$ cat config.mk
export PLATFORM = sky130hd
export DESIGN_NAME = rc4_xor_stream
export DESIGN_NICKNAME = d
export VERILOG_FILES = /design/src/rtl/rc4_xor_stream.sv
export SDC_FILE = /design/constraint.sdc
export NUM_CORES = 1
export LEC_CHECK = 0
export CORE_MARGIN = 2
export CORE_UTILIZATION = 58
export DETAILED_ROUTE_END_ITERATION = 10
export GPL_ROUTABILITY_DRIVEN = 0
export PLACE_DENSITY_LB_ADDON = 0.15
export SYNTH_ARGS = -nofsm -noshare
export SYNTH_HDL_FRONTEND = slang
export SYNTH_SLANG_ARGS = --single-unit
$ cat constraint.sdc
create_clock -name clk -period 5.81 [get_ports clk]
set_input_delay 0.8715 -clock clk [delete_from_list [all_inputs] [get_ports clk]]
set_output_delay 0.8715 -clock clk [all_outputs]
set_load 0.02 [all_outputs]
$ cat src/rtl/rc4_xor_stream.sv
// rc4_xor_stream
// Combines RC4 keystream bytes with plaintext bytes to produce ciphertext,
// one byte per cycle at full throughput.
//
// Keystream bytes from the PRGA stage land in a small FIFO. That FIFO stays
// filled across messages, so the PRGA can run ahead. A message is framed by
// a start pulse carrying its length. Each plaintext byte is XORed with the
// FIFO head and presented on a registered ciphertext output with
// valid/ready flow control.
//
// Ports
//   clk        in   system clock, rising edge
//   rst        in   synchronous active-high reset
//   start      in   begin a message (sampled in IDLE only)
//   msg_len    in   [7:0] message length, latched on accepted start
//   flush      in   discard all buffered keystream
//   ks_valid   in   keystream byte valid
//   ks_byte    in   [7:0] keystream byte
//   ks_ready   out  keystream FIFO can accept a byte
//   pt_valid   in   plaintext byte valid
//   pt_data    in   [7:0] plaintext byte
//   pt_ready   out  plaintext byte consumed when pt_valid & pt_ready
//   ct_valid   out  ciphertext byte valid (registered)
//   ct_data    out  [7:0] ciphertext byte (registered)
//   ct_ready   in   downstream accepts ciphertext
//   busy       out  message in progress
//   done       out  one-cycle pulse at message end
//   byte_cnt   out  [7:0] ciphertext bytes accepted in current message
//
// state | meaning
// IDLE  | waiting for start
// RUN   | issuing/draining message bytes
// DONE  | one-cycle end-of-message pulse

module rc4_xor_stream #(
  parameter int KS_DEPTH = 4
) (
  input  logic       clk,
  input  logic       rst,
  input  logic       start,
  input  logic [7:0] msg_len,
  input  logic       flush,
  input  logic       ks_valid,
  input  logic [7:0] ks_byte,
  output logic       ks_ready,
  input  logic       pt_valid,
  input  logic [7:0] pt_data,
  output logic       pt_ready,
  output logic       ct_valid,
  output logic [7:0] ct_data,
  input  logic       ct_ready,
  output logic       busy,
  output logic       done,
  output logic [7:0] byte_cnt
);

  localparam int AW = (KS_DEPTH > 2) ? $clog2(KS_DEPTH) : 1;

  typedef enum logic [1:0] {
    IDLE = 2'd0,
    RUN  = 2'd1,
    DONE = 2'd2
  } state_t;

  // ---------------------------------------------------------------------
  // Keystream FIFO
  // The pointers are one bit wider than the address. That extra bit tells
  // full apart from empty when the addresses are equal.
  // ---------------------------------------------------------------------
  logic [7:0]  ks_mem_q [KS_DEPTH];
  logic [AW:0] wr_ptr_q, wr_ptr_d;
  logic [AW:0] rd_ptr_q, rd_ptr_d;
  logic        fifo_empty;
  logic        fifo_full;
  logic        ks_push;
  logic        ks_pop;
  logic [7:0]  ks_head;

  assign fifo_empty = (wr_ptr_q == rd_ptr_q);
  assign fifo_full  = (wr_ptr_q[AW] != rd_ptr_q[AW]) &&
                      (wr_ptr_q[AW-1:0] == rd_ptr_q[AW-1:0]);
  assign ks_head    = ks_mem_q[rd_ptr_q[AW-1:0]];

  assign ks_ready = !fifo_full && !flush;
  assign ks_push  = ks_valid && ks_ready;

  always_comb begin
    wr_ptr_d = wr_ptr_q + {{AW{1'b0}}, ks_push};
    rd_ptr_d = rd_ptr_q + {{AW{1'b0}}, ks_pop};
    // Flush discards everything still queued. A pop on the same cycle
    // removes only bytes that are being discarded anyway.
    if (flush) begin
      rd_ptr_d = wr_ptr_q;
    end
  end

  always_ff @(posedge clk) begin
    if (rst) begin
      wr_ptr_q <= '0;
      rd_ptr_q <= '0;
    end else begin
      wr_ptr_q <= wr_ptr_d;
      rd_ptr_q <= rd_ptr_d;
    end
  end

  always_ff @(posedge clk) begin
    if (ks_push) begin
      ks_mem_q[wr_ptr_q[AW-1:0]] <= ks_byte;
    end
  end

  // ---------------------------------------------------------------------
  // Message control and ciphertext output
  // ---------------------------------------------------------------------
  state_t     state_q;
  logic [7:0] len_q;
  logic [7:0] issued_q;
  logic [7:0] byte_cnt_q;
  logic       ct_valid_q;
  logic [7:0] ct_data_q;
  logic       busy_q;
  logic       done_q;
  logic       pt_fire;
  logic       ct_fire;

  // A new byte may be issued only if the output register will be free at
  // the edge, i.e. it is empty now or is being drained now.
  assign pt_ready = (state_q == RUN) && !fifo_empty && (issued_q < len_q) &&
                    (!ct_valid_q || ct_ready);
  assign pt_fire  = pt_valid && pt_ready;
  assign ks_pop   = pt_fire;
  assign ct_fire  = ct_valid_q && ct_ready;

  always_ff @(posedge clk) begin
    if (rst) begin
      state_q    <= IDLE;
      len_q      <= '0;
      issued_q   <= '0;
      byte_cnt_q <= '0;
      ct_valid_q <= 1'b0;
      ct_data_q  <= '0;
      busy_q     <= 1'b0;
      done_q     <= 1'b0;
    end else begin
      if (pt_fire) begin
        ct_data_q  <= pt_data ^ ks_head;
        ct_valid_q <= 1'b1;
        issued_q   <= issued_q + 8'd1;
      end else if (ct_fire) begin
        ct_valid_q <= 1'b0;
      end

      if (ct_fire) begin
        byte_cnt_q <= byte_cnt_q + 8'd1;
      end

      case (state_q)
        IDLE: begin
          done_q <= 1'b0;
          if (start) begin
            len_q      <= msg_len;
            issued_q   <= '0;
            byte_cnt_q <= '0;
            if (msg_len != 8'd0) begin
              state_q <= RUN;
              busy_q  <= 1'b1;
            end else begin
              state_q <= DONE;
              done_q  <= 1'b1;
            end
          end
        end
        RUN: begin
          // The 8-bit compare wraps, so len 255 ends on the 255th byte.
          if (ct_fire && ((byte_cnt_q + 8'd1) == len_q)) begin
            state_q <= DONE;
            busy_q  <= 1'b0;
            done_q  <= 1'b1;
          end
        end
        DONE: begin
          state_q <= IDLE;
          done_q  <= 1'b0;
        end
        default: begin
          state_q <= IDLE;
          busy_q  <= 1'b0;
          done_q  <= 1'b0;
        end
      endcase
    end
  end

  assign ct_valid = ct_valid_q;
  assign ct_data  = ct_data_q;
  assign busy     = busy_q;
  assign done     = done_q;
  assign byte_cnt = byte_cnt_q;

endmodule

After elaboration in Yosys (flattened, before gate mapping)
Memory sizes are Yosys's and may differ from the RTL's. A register that Yosys moved wholly into a read port is not among the register bits.
Cells that the tools add are included.
- word-level logic and storage cells: 71
- register bits: 43
- memory bits (writable): 32
- memories kept: 1
- bits in read-only memories: 0
- latch bits: 0
- divide/modulo/power cells: 0
- multipliers: 0
- shifts and indexed selects: 0
- $add $sub $neg: 4
- reduce and logical (&&, ||, !) cells: 20
- magnitude comparators: 1
- bitwise operators: 2
- mux-type cells: 24
- eq/ne operators: 9
- memory list (name ; depth ; width ; rd ports ; clocked after memory_dff ; wr ports ; RTL line ; source):
    ks_mem_q ; 4 ; 8 ; 1 ; 1 ; 1 ; 70 ; logic [7:0] ks_mem_q [KS_DEPTH];
- operators by type and width (operator ; count):
    two-way mux 8 bit ; 6
    adder 8 x 1 -> 8 bit (second input constant) ; 2
    two-way mux 1 bit ; 10
    logical AND 1 bit ; 9
    == test 8 bit ; 1
    < comparator 8 bit ; 1
    two-way mux 2 bit ; 4
    nonzero test 8 bit ; 1
    bitwise XOR 8 bit ; 1
    adder 3 x 1 -> 3 bit ; 2
    logical NOT 1 bit ; 4
    != test 2 bit (second input constant) ; 2
    one-hot mux 2 bit (2 select lines) ; 1
    AND reduction 2 bit ; 2
    AND reduction 4 bit ; 1
    == test 3 bit ; 1
    two-way mux 3 bit ; 1
    one-hot mux 1 bit (3 select lines) ; 1
    == test 2 x 1 -> 1 bit (second input constant) ; 1
    == test 2 bit ; 1
    == test 2 bit (second input constant) ; 1
    logical NOT 2 bit ; 1
    != test 2 x 1 -> 1 bit (second input constant) ; 1
    one-hot mux 1 bit (2 select lines) ; 1
    other kinds (4) ; 4

Logic depth before layout (Yosys ltp)
Gate-level depths: netlist of run 1.
- word-level depth: 9
- mapped depth: 13
- gate-level depth less buffers: 12

Worst setup path after synthesis of run 1
No wires, ideal clock.
- path kind: input -> output
- start point: input port ct_ready
- end point: output port pt_ready
- required time: 4.939 ns
- setup slack: 3.121 ns
- stages: 5
- arrival: 1.817 ns
- path through: nor2b_1 a311oi_2 o21ai_2 clkbuf_1 nor2_1
- cells in the longest elaborated chain, start to end: 2
- RTL lines (item ; RTL line ; source):
    start: declaration ; 51 ; input logic ct_ready,
    logical OR 1 bit ; 130 ; (!ct_valid_q || ct_ready);
    logical AND 1 bit ; 129 ; assign pt_ready = (state_q == RUN) && !fifo_empty && (issued_q < len_q) &&
    end: declaration ; 48 ; output logic pt_ready,
Every way passes these cells.

Worst setup path after layout of run 1
Same ends and word-level chain as after synthesis.

==> impl_metrics.py, run 1 <==
metrics = {
    "clock_tree": {
        "root_buffer": "clkbuf_8",
        "cts_resized": 0,
        "clk_pin_slew_worst_paths_ns": 0.08,
        "cts_setup_buffers": 0,
        "ctsLongestPathBuffers": 2,
        "clk_latency_ns": 0.35,
        "h-tree-depth": 3,
        "clock_sinks": 75,
        "cts_buffers": 9,
        "cts_hold_buf": 0,
        "cts_tree": "yes",
    },
    "setup_path": {
        "critPathRequiredTime_ns": 4.94,
        "critical_path_arrival_ns": 2.91,
        "cpPeakStageDelay_ns": 0.63,
        "path_cells": "clkdlybuf4s50_1, nor2b_1, a311oi_2, o21ai_2, nor2_1, clkdlybuf4s50_1",
        "critical_path_class": "input pin to output pin",
        "endpoint_kind": "output pin",
        "crit_top_cell": "clkdlybuf4s50_1",
        "crit_slowest_cell": "clkdlybuf4s50_1",
        "critPathMaxFanout": 28,
        "critPathLaunchType": "input pin",
    },
    "finish": {
        "layout.cells.non_filler": 464,
        "area_delta_synth_final_pct": 21.35,
        "final_common_cell": "clkdlybuf4s50_1",
        "diodes": 0,
        "fin_nets": 428,
        "layout_common_cells": "51 x clkdlybuf4s50_1, 43 x dfxtp_1, 40 x nor2_1, 32 x edfxtp_1, 30 x a21oi_1",
        "drive_above_1_share_pct": 8.226,
    },
    "detailed_routing": {
        "ant_nets": 0,
        "dr.pass1.iters": 4,
        "wl_um": 7048,
        "drt_iter0_drc": 107,
        "routedWlPerCell_um": 15.19,
        "vias": 2591,
        "post-route-drc-count": 0,
        "via_per_inst": 5.584,
    },
    "placement": {
        "hpwlAfterDp_um": 5110,
        "post-place-cells": 448,
        "portBuffers": 51,
    },
    "synthesis": {
        "synth_area_um2": 3551,
        "synth_ff_type": "dfxtp_1",
        "synth_cell_types": 47,
        "yosysWarnings": 0,
        "synth_edf_count": 32,
        "yosys_register_bits": 75,
        "synthCells": 335,
        "yosysSeqAreaShare_pct": 51.30,
        "syn-num-nets": 379,
        "synthArstFlopShare_pct": 0,
        "syn_area_per_cell_um2": 10.60,
    },
    "timing": {
        "max_freq_mhz": 264.4,
        "relSlewSlack_pct": 28.37,
        "finClkSkew_ns": 0.004039,
        "worstMarginPinSlew_ns": 1.070,
        "drv_slew": 0,
        "hold_viol_final": 0,
        "min_period_ns": 3.782,
        "grt_setup_unrepaired": "false",
        "fin_tns_setup_ns": 0,
        "holdWs_ns": 0.4834,
        "finalSetupViolCount": 0,
        "fin_crit_sh_pct": 65.09,
    },
    "grt": {
        "grt_pass1_wl_um": 11540,
        "gr-usage-met2_pct": 39.11,
        "grt-busiest-layer": "met2",
        "grt_pass1_vias": 2508,
        "globalRouteOverflowTotal": 0,
        "grtUsageMet3_pct": 5.870,
        "antenna_found_initial": 0,
        "use_met1_pct": 27.87,
        "grt_usage_pct": 23.06,
        "grt_start_max_net_pins": 29,
    },
    "floorplanning": {
        "dieArea_um2": 6764,
        "die_y_um": 82.25,
        "core_area_um2": 5921,
        "initial_core_util_pct": 59.97,
        "fp.dieW_um": 82.25,
        "placement_rows": 28,
        "pin_count": 52,
    },
    "run": {
        "max-cap-violations": 0,
    },
    "status": {
        "status": "completed",
    },
    "pwr": {
        "vdd_drop_max_mv": 0.2095,
        "total_leakage_power_nw": 1.465,
        "cellPowerDensity_nw_per_um2": 256.9,
    },
    "hold_path": {
        "hold_path.class": "register to register",
    },
}
[final timing paths]
check / from / endpoint / slack, ns / depth (start not counted)
hold reg to reg: ct_data[3] / ct_data[3] / 0.48 / 2
setup reg to reg: len_q[5] / rd_ptr_q[2] / 2.51 / 12
setup / recovery: ct_ready / pt_ready / 2.03 / 6
hold / removal: ct_data[3] / ct_data[3] / 0.48 / 2
[worst max-delay path: cells and delay by family]
kind	cells	cell delay [ns]
buf+inv	2	1.12
compound gates	2	0.66
simple gates	2	0.24
[through the flow]
stage                     power, mW  setup WS [ns]  area, um^2  util [%]
after floorplan              0.6487          3.121        3551         -
after global placement       0.6925          2.088        4098     69.21
after detailed placement     0.6947          2.006        4098     69.21
after CTS                     1.119          1.990        4309     72.78
after global routing          1.151          1.874        4309     72.78
final                         1.107          2.028        4309     72.78
[synth_stat cells (all sizes together), types with 2 or more instances]
| library cell | number | area [um^2] |
|---|---|---|
| nand4 | 3 | 18.77 |
| a21oi | 30 | 150.1 |
| and2 | 3 | 18.77 |
| o22ai | 2 | 12.51 |
| nor3b | 3 | 27.52 |
| xor2 | 4 | 35.03 |
| xnor2 | 23 | 201.4 |
| nand2 | 15 | 56.30 |
| and3 | 3 | 18.77 |
| nor2b | 5 | 31.28 |
| or3 | 13 | 81.33 |
| a31oi | 3 | 18.77 |
| ha | 13 | 162.7 |
| or4 | 7 | 52.55 |
| inv | 12 | 45.04 |
| o21ai | 18 | 93.84 |
| nor2 | 40 | 150.1 |
| and4 | 2 | 17.52 |
| nand3 | 7 | 35.03 |
| dfxtp | 43 | 860.8 |
| clkbuf | 9 | 33.78 |
| a311oi | 2 | 23.77 |
| mux2i | 4 | 40.04 |
| buf | 6 | 38.79 |
| mux4 | 8 | 180.2 |
| nor3 | 6 | 30.03 |
| o21a | 3 | 22.52 |
| o31ai | 5 | 37.54 |
| edfxtp | 32 | 960.9 |
[power by group]
part,switching (mW),internal (mW)
clock network,0.215,0.210
registers,0.0107,0.561
logic,0.0555,0.0547
[cell type report]
class	instances	area (um^2)
Sequential cell	75	1822
Multi-Input combinational cell	233	1612
Fill cell	434	1612
Timing Repair Buffer	53	525.5
Clock buffer	9	123.9
Tap cell	75	93.84
Clock inverter	7	87.58
Inverter	12	45.04
[metal layers]
metal  up-vias  wire, um
met5         -         0
met4         0       184
met3        16       281
met2        55      3546
met1      1198      3037
li1       1322         -
[flip-flops by register name, summed over array words and instances, names as in the netlist]
name,count
wr_ptr_q,3
state_q,2
byte_cnt,8
busy,1
ks_mem_q,32
ct_valid,1
issued_q,8
rd_ptr_q,3
ct_data,8
len_q,8
done,1
[cell families after synthesis]
family | after synthesis | share of synthesized area (%)
buf+inv | 27 | 3.312
flops | 75 | 51.30
simple gates | 111 | 16.00
mux | 12 | 6.202
fa+ha+maj | 13 | 4.581
compound gates | 70 | 11.95
xor+xnor | 27 | 6.659
(Power assumes the default switching activity.)
==> run 2: changes to the inputs <==
CORE_UTILIZATION = 54   (was 58)
clock period = 3.5 ns   (was 5.81 ns; I/O delays follow)
==> run 2 against run 1 <==
  * Clock power rose by 54%
  * Sequential share of layout area fell by 0.43 points
  * Global-route usage fell by 1.7 points
  * Clock skew rose by 0.0032 ns
  * Critical endpoint unchanged
  * Largest power group unchanged
==> impl_metrics.py, run 2 (synthesized netlist as in run 1, its figures left out) <==
metrics = {
    "status": {
        "status": "completed",
    },
    "timing": {
        "finalSetupViolCount": 0,
        "relSlewSlack_pct": 66.58,
        "drv_slew": 0,
        "hold_viol_final": 0,
        "fin_crit_sh_pct": 91.49,
        "grt_setup_unrepaired": "false",
        "max_freq_mhz": 312.3,
        "fin_tns_setup_ns": 0,
        "worstMarginPinSlew_ns": 0.4995,
        "layout_setup_ws_ns": 0.2978,
        "finClkSkew_ns": 0.007261,
        "min_period_ns": 3.202,
        "holdWs_ns": 0.4834,
    },
    "grt": {
        "grt_pass1_wl_um": 12050,
        "grt_start_max_net_pins": 29,
        "grt_usage_pct": 21.34,
        "antenna_found_initial": 0,
        "grt_pass1_vias": 2604,
        "globalRouteOverflowTotal": 0,
    },
    "setup_path": {
        "cp_top_family": "simple AND/OR/NAND/NOR gates",
        "endpoint_kind": "output pin",
        "critical_path_arrival_ns": 2.68,
        "crit_top_cell": "nor2_1",
        "reg2reg_from": "len_q[6]",
        "path_cells": "inv_1, ha_1, nand4_1, or3_1, nor2_1, nor2_1, clkdlybuf4s50_1",
        "critPathLaunchType": "register",
        "critPathMaxFanout": 9,
        "cpPeakStageDelay_ns": 0.56,
        "crit_path_start": "len_q[6]",
        "crit_slowest_cell": "clkdlybuf4s50_1",
        "critical_path_class": "register to output pin",
        "critPathRequiredTime_ns": 2.97,
        "path_buf_inv": 2,
    },
    "finish": {
        "layout.cells.non_filler": 474,
        "area_delta_synth_final_pct": 22.59,
        "fin_util_pct": 68.55,
        "largest_register_ffs": 32,
        "fin_nets": 436,
        "diodes": 0,
        "final_common_cell": "clkdlybuf4s50_1",
        "layout_common_cells": "51 x clkdlybuf4s50_1, 43 x dfxtp_1, 40 x nor2_1, 32 x edfxtp_1, 30 x a21oi_1",
        "fin_area_um2": 4353,
        "drive_above_1_share_pct": 9.824,
    },
    "clock_tree": {
        "cts_tree": "yes",
        "clk_pin_slew_worst_paths_ns": 0.08,
        "cts_buffers": 9,
        "clk_latency_ns": 0.35,
        "cts_hold_buf": 0,
        "root_buffer": "clkbuf_8",
        "clock_sinks": 75,
        "ctsLongestPathBuffers": 2,
        "cts_resized": 0,
        "cts_setup_buffers": 0,
        "h-tree-depth": 3,
    },
    "floorplanning": {
        "fp.dieW_um": 85.09,
        "core_area_um2": 6350,
        "pin_count": 52,
        "initial_core_util_pct": 55.92,
        "dieArea_um2": 7240,
        "die_y_um": 85.09,
        "placement_rows": 29,
    },
    "placement": {
        "portBuffers": 51,
        "dpl_cell_area_um2": 4160,
        "hpwlAfterDp_um": 5193,
        "post-place-cells": 458,
        "pre_cts_ws_ns": 0.6392,
    },
    "detailed_routing": {
        "wl_um": 7323,
        "post-route-drc-count": 0,
        "ant_nets": 0,
        "wl_met3_um": 379,
        "dr.pass1.iters": 5,
        "top_layer": "met4",
        "routedWlPerCell_um": 15.45,
        "via_per_inst": 5.650,
        "wl_met2_um": 3601,
        "met1_length_um": 3216,
        "vias": 2678,
        "drt_iter0_drc": 147,
    },
    "run": {
        "max-cap-violations": 0,
    },
    "hold_path": {
        "hp-start": "ct_data[2]",
        "hold_path.class": "register to register",
    },
    "pwr": {
        "vdd_drop_max_mv": 0.3254,
        "cellPowerDensity_nw_per_um2": 412.6,
        "total_leakage_power_nw": 1.494,
        "totalPowerFinal_mw": 1.796,
    },
}
## run 2: cell types whose count changed in the layout (fill, tap and decap cells not counted), sizes merged
cell / delta
clkinv: +5
buf: +8
inv: -6
clkinvlp: +1
## run 2: path summary, 6_finish.rpt
check	end	slack (ns)	depth (start not counted)
setup / recovery	pt_ready	0.30	7
hold / removal	ct_data[2]	0.48	2
setup reg to reg	rd_ptr_q[2]	0.84	14
hold reg to reg	ct_data[2]	0.48	2
## run 2: worst register-to-register path: cells and delay by family (launching register included)
family / cells / cell delay [ns]
xor+xnor: 1 / 0.14
compound gates: 2 / 0.25
flops: 1 / 0.37
buf+inv: 3 / 0.44
fa+ha+maj: 3 / 0.66
simple gates: 5 / 0.68
## run 2: area by class of cell
class                      instances  area (um^2)
fill                             473         1997
tap                               77        96.34
inverter                          12        45.04
timing repair buffer              61        585.6
sequential                        75         1822
clock inverter                     7        68.82
clock buffer                       9        123.9
multi-input combinational        233         1612
## run 2: power breakdown
group	leakage (nW)	switching [mW]	internal, mW	total [mW]
registers	0.639	0.0135	0.931	0.945
clock network	0.0966	0.329	0.327	0.656
logic	0.758	0.0984	0.0967	0.195
## run 2: metal layers
layer  vias to the layer above  track usage [%]
met5                         -                0
met4                         0            7.359
met3                        10            6.420
met2                        63            34.94
met1                      1269            27.05
li1                       1336                -
==> run 3: changes to the inputs <==
CORE_MARGIN = 1.5   (was 2)
==> run 3 against run 2 <==
  * Maximum frequency fell by 1.5%
  * Die area fell by 2.3%
  * Final cell count fell by 0.63%
  * Via count rose by 0.52%
  * Cell area fell by 0.29%
  * Combinational power barely moved
  * Setup slack got worse by 0.048 ns
==> impl_metrics.py, run 3 (synthesized netlist as in run 1, its figures left out) <==
metrics = {
    "status": {
        "status": "completed",
    },
    "setup_path": {
        "endpoint_kind": "output pin",
        "critical_path_arrival_ns": 2.72,
        "critPathLaunchType": "register",
        "cp_top_family": "simple AND/OR/NAND/NOR gates",
        "crit_slowest_cell": "clkdlybuf4s50_1",
        "critical_path_class": "register to output pin",
        "path_buf_inv": 2,
        "path_cells": "inv_1, ha_1, nand4_1, or3_1, nor2_1, nor2_1, clkdlybuf4s50_1",
        "cpPeakStageDelay_ns": 0.55,
        "critPathMaxFanout": 9,
        "critPathRequiredTime_ns": 2.97,
        "crit_top_cell": "nor2_1",
    },
    "grt": {
        "globalRouteOverflowTotal": 0,
        "antenna_found_initial": 0,
        "grt_pass1_wl_um": 12280,
        "grt_start_max_net_pins": 28,
        "grt_usage_pct": 22.44,
        "grt_pass1_vias": 2550,
    },
    "timing": {
        "drv_slew": 0,
        "min_period_ns": 3.250,
        "max_freq_mhz": 307.7,
        "relSlewSlack_pct": 59.61,
        "layout_setup_ws_ns": 0.2501,
        "hold_viol_final": 0,
        "finClkSkew_ns": 0.01356,
        "grt_setup_unrepaired": "false",
        "finalSetupViolCount": 0,
        "fin_crit_sh_pct": 92.85,
        "worstMarginPinSlew_ns": 0.6058,
        "fin_tns_setup_ns": 0,
    },
    "clock_tree": {
        "clock_sinks": 75,
        "cts_tree": "yes",
        "root_buffer": "clkbuf_8",
        "cts_setup_buffers": 0,
        "cts_buffers": 9,
        "clk_latency_ns": 0.37,
        "cts_resized": 0,
        "h-tree-depth": 3,
        "cts_hold_buf": 0,
        "clk_pin_slew_worst_paths_ns": 0.09,
        "ctsLongestPathBuffers": 2,
    },
    "detailed_routing": {
        "dr.pass1.iters": 4,
        "drt_iter0_drc": 116,
        "via_per_inst": 5.715,
        "wl_um": 7530,
        "vias": 2692,
        "routedWlPerCell_um": 15.99,
        "post-route-drc-count": 0,
        "ant_nets": 0,
    },
    "hold_path": {
        "hold_path.class": "register to register",
    },
    "floorplanning": {
        "fp.dieW_um": 84.09,
        "dieArea_um2": 7071,
        "placement_rows": 29,
        "core_area_um2": 6350,
        "initial_core_util_pct": 55.92,
        "die_y_um": 84.09,
        "pin_count": 52,
    },
    "pwr": {
        "cellPowerDensity_nw_per_um2": 415.4,
        "vdd_drop_max_mv": 0.3556,
        "total_leakage_power_nw": 1.482,
        "totalPowerFinal_mw": 1.803,
    },
    "finish": {
        "final_common_cell": "clkdlybuf4s50_1",
        "fin_nets": 433,
        "diodes": 0,
        "layout_common_cells": "51 x clkdlybuf4s50_1, 43 x dfxtp_1, 40 x nor2_1, 32 x edfxtp_1, 30 x a21oi_1",
        "fill_cells": 500,
        "drive_above_1_share_pct": 9.645,
        "area_delta_synth_final_pct": 22.23,
        "largest_register_ffs": 32,
    },
    "placement": {
        "hpwlAfterDp_um": 5522,
        "pre_cts_ws_ns": 0.3823,
        "portBuffers": 51,
    },
    "run": {
        "max-cap-violations": 0,
    },
}
-- run 3: cell count changes in the layout (fill, tap and decap cells not counted) --
cell / before / now
o21ai_2: 1 / 2
clkinv_2: 2 / 0
clkinv_8: 0 / 1
inv_8: 0 / 3
buf_4: 10 / 7
inv_6: 0 / 2
clkinv_1: 1 / 0
bufinv_16: 1 / 0
clkinv_4: 2 / 0
o21ai_1: 2 / 1
-- run 3: stage by stage --
stage                     cells  util, %  instance area, um^2  hold WS [ns]
after floorplan             335        -                 3551        0.4556
after global placement      455    65.16                 4138        0.4638
after detailed placement    455    65.16                 4138        0.4722
after CTS                   471    68.30                 4337        0.4848
after global routing        471    68.35                 4340        0.5072
final                       471    68.35                 4340        0.4828
-- run 3: worst paths after layout --
kind / startpoint / end / slack (ns) / depth (start not counted)
max reg2reg: len_q[5] / rd_ptr_q[2] / 0.61 / 12
max: len_q[5] / pt_ready / 0.25 / 7
min: ct_data[2] / ct_data[2] / 0.48 / 2
min reg2reg: ct_data[2] / ct_data[2] / 0.48 / 2
-- run 3: report_power, final --
part	leakage, nW	internal, mW	total (mW)	switching, mW
combinational	0.743	0.0948	0.195	0.100
sequential	0.639	0.931	0.946	0.0146
clock	0.0990	0.283	0.662	0.379
total	1.48	1.31	1.80	0.494
-- run 3: area by class of cell --
type / instances / area (um^2) / area share (%)
Clock inverter: 7 / 75.07 / 1.730
Tap cell: 77 / 96.34 / 2.220
Clock buffer: 9 / 123.9 / 2.854
Timing Repair Buffer: 58 / 563.0 / 12.97
Multi-Input combinational cell: 233 / 1615 / 37.22
Sequential cell: 75 / 1822 / 41.97
Inverter: 12 / 45.04 / 1.038
-- run 3: layer usage --
metal | part of all wire (%) | global-route usage (%) | vias up
li1 | - | - | 1326
met4 | 1.6 | 7.303 | 0
met5 | 0 | 0 | -
met3 | 4.9 | 6.924 | 11
met2 | 51 | 38.91 | 63
met1 | 42 | 26.44 | 1292
-- run 3: worst register-to-register path, delay by kind of cell (launching register included) --
kind                       cells  cell delay (ns)
AOI/OAI and AO/OA              2             0.64
adders and majority gates      3             0.71
and+or+nand+nor                5             0.83
xor gates and xnor gates       1             0.14
DFF                            1             0.37
buffers and inverters          1             0.08
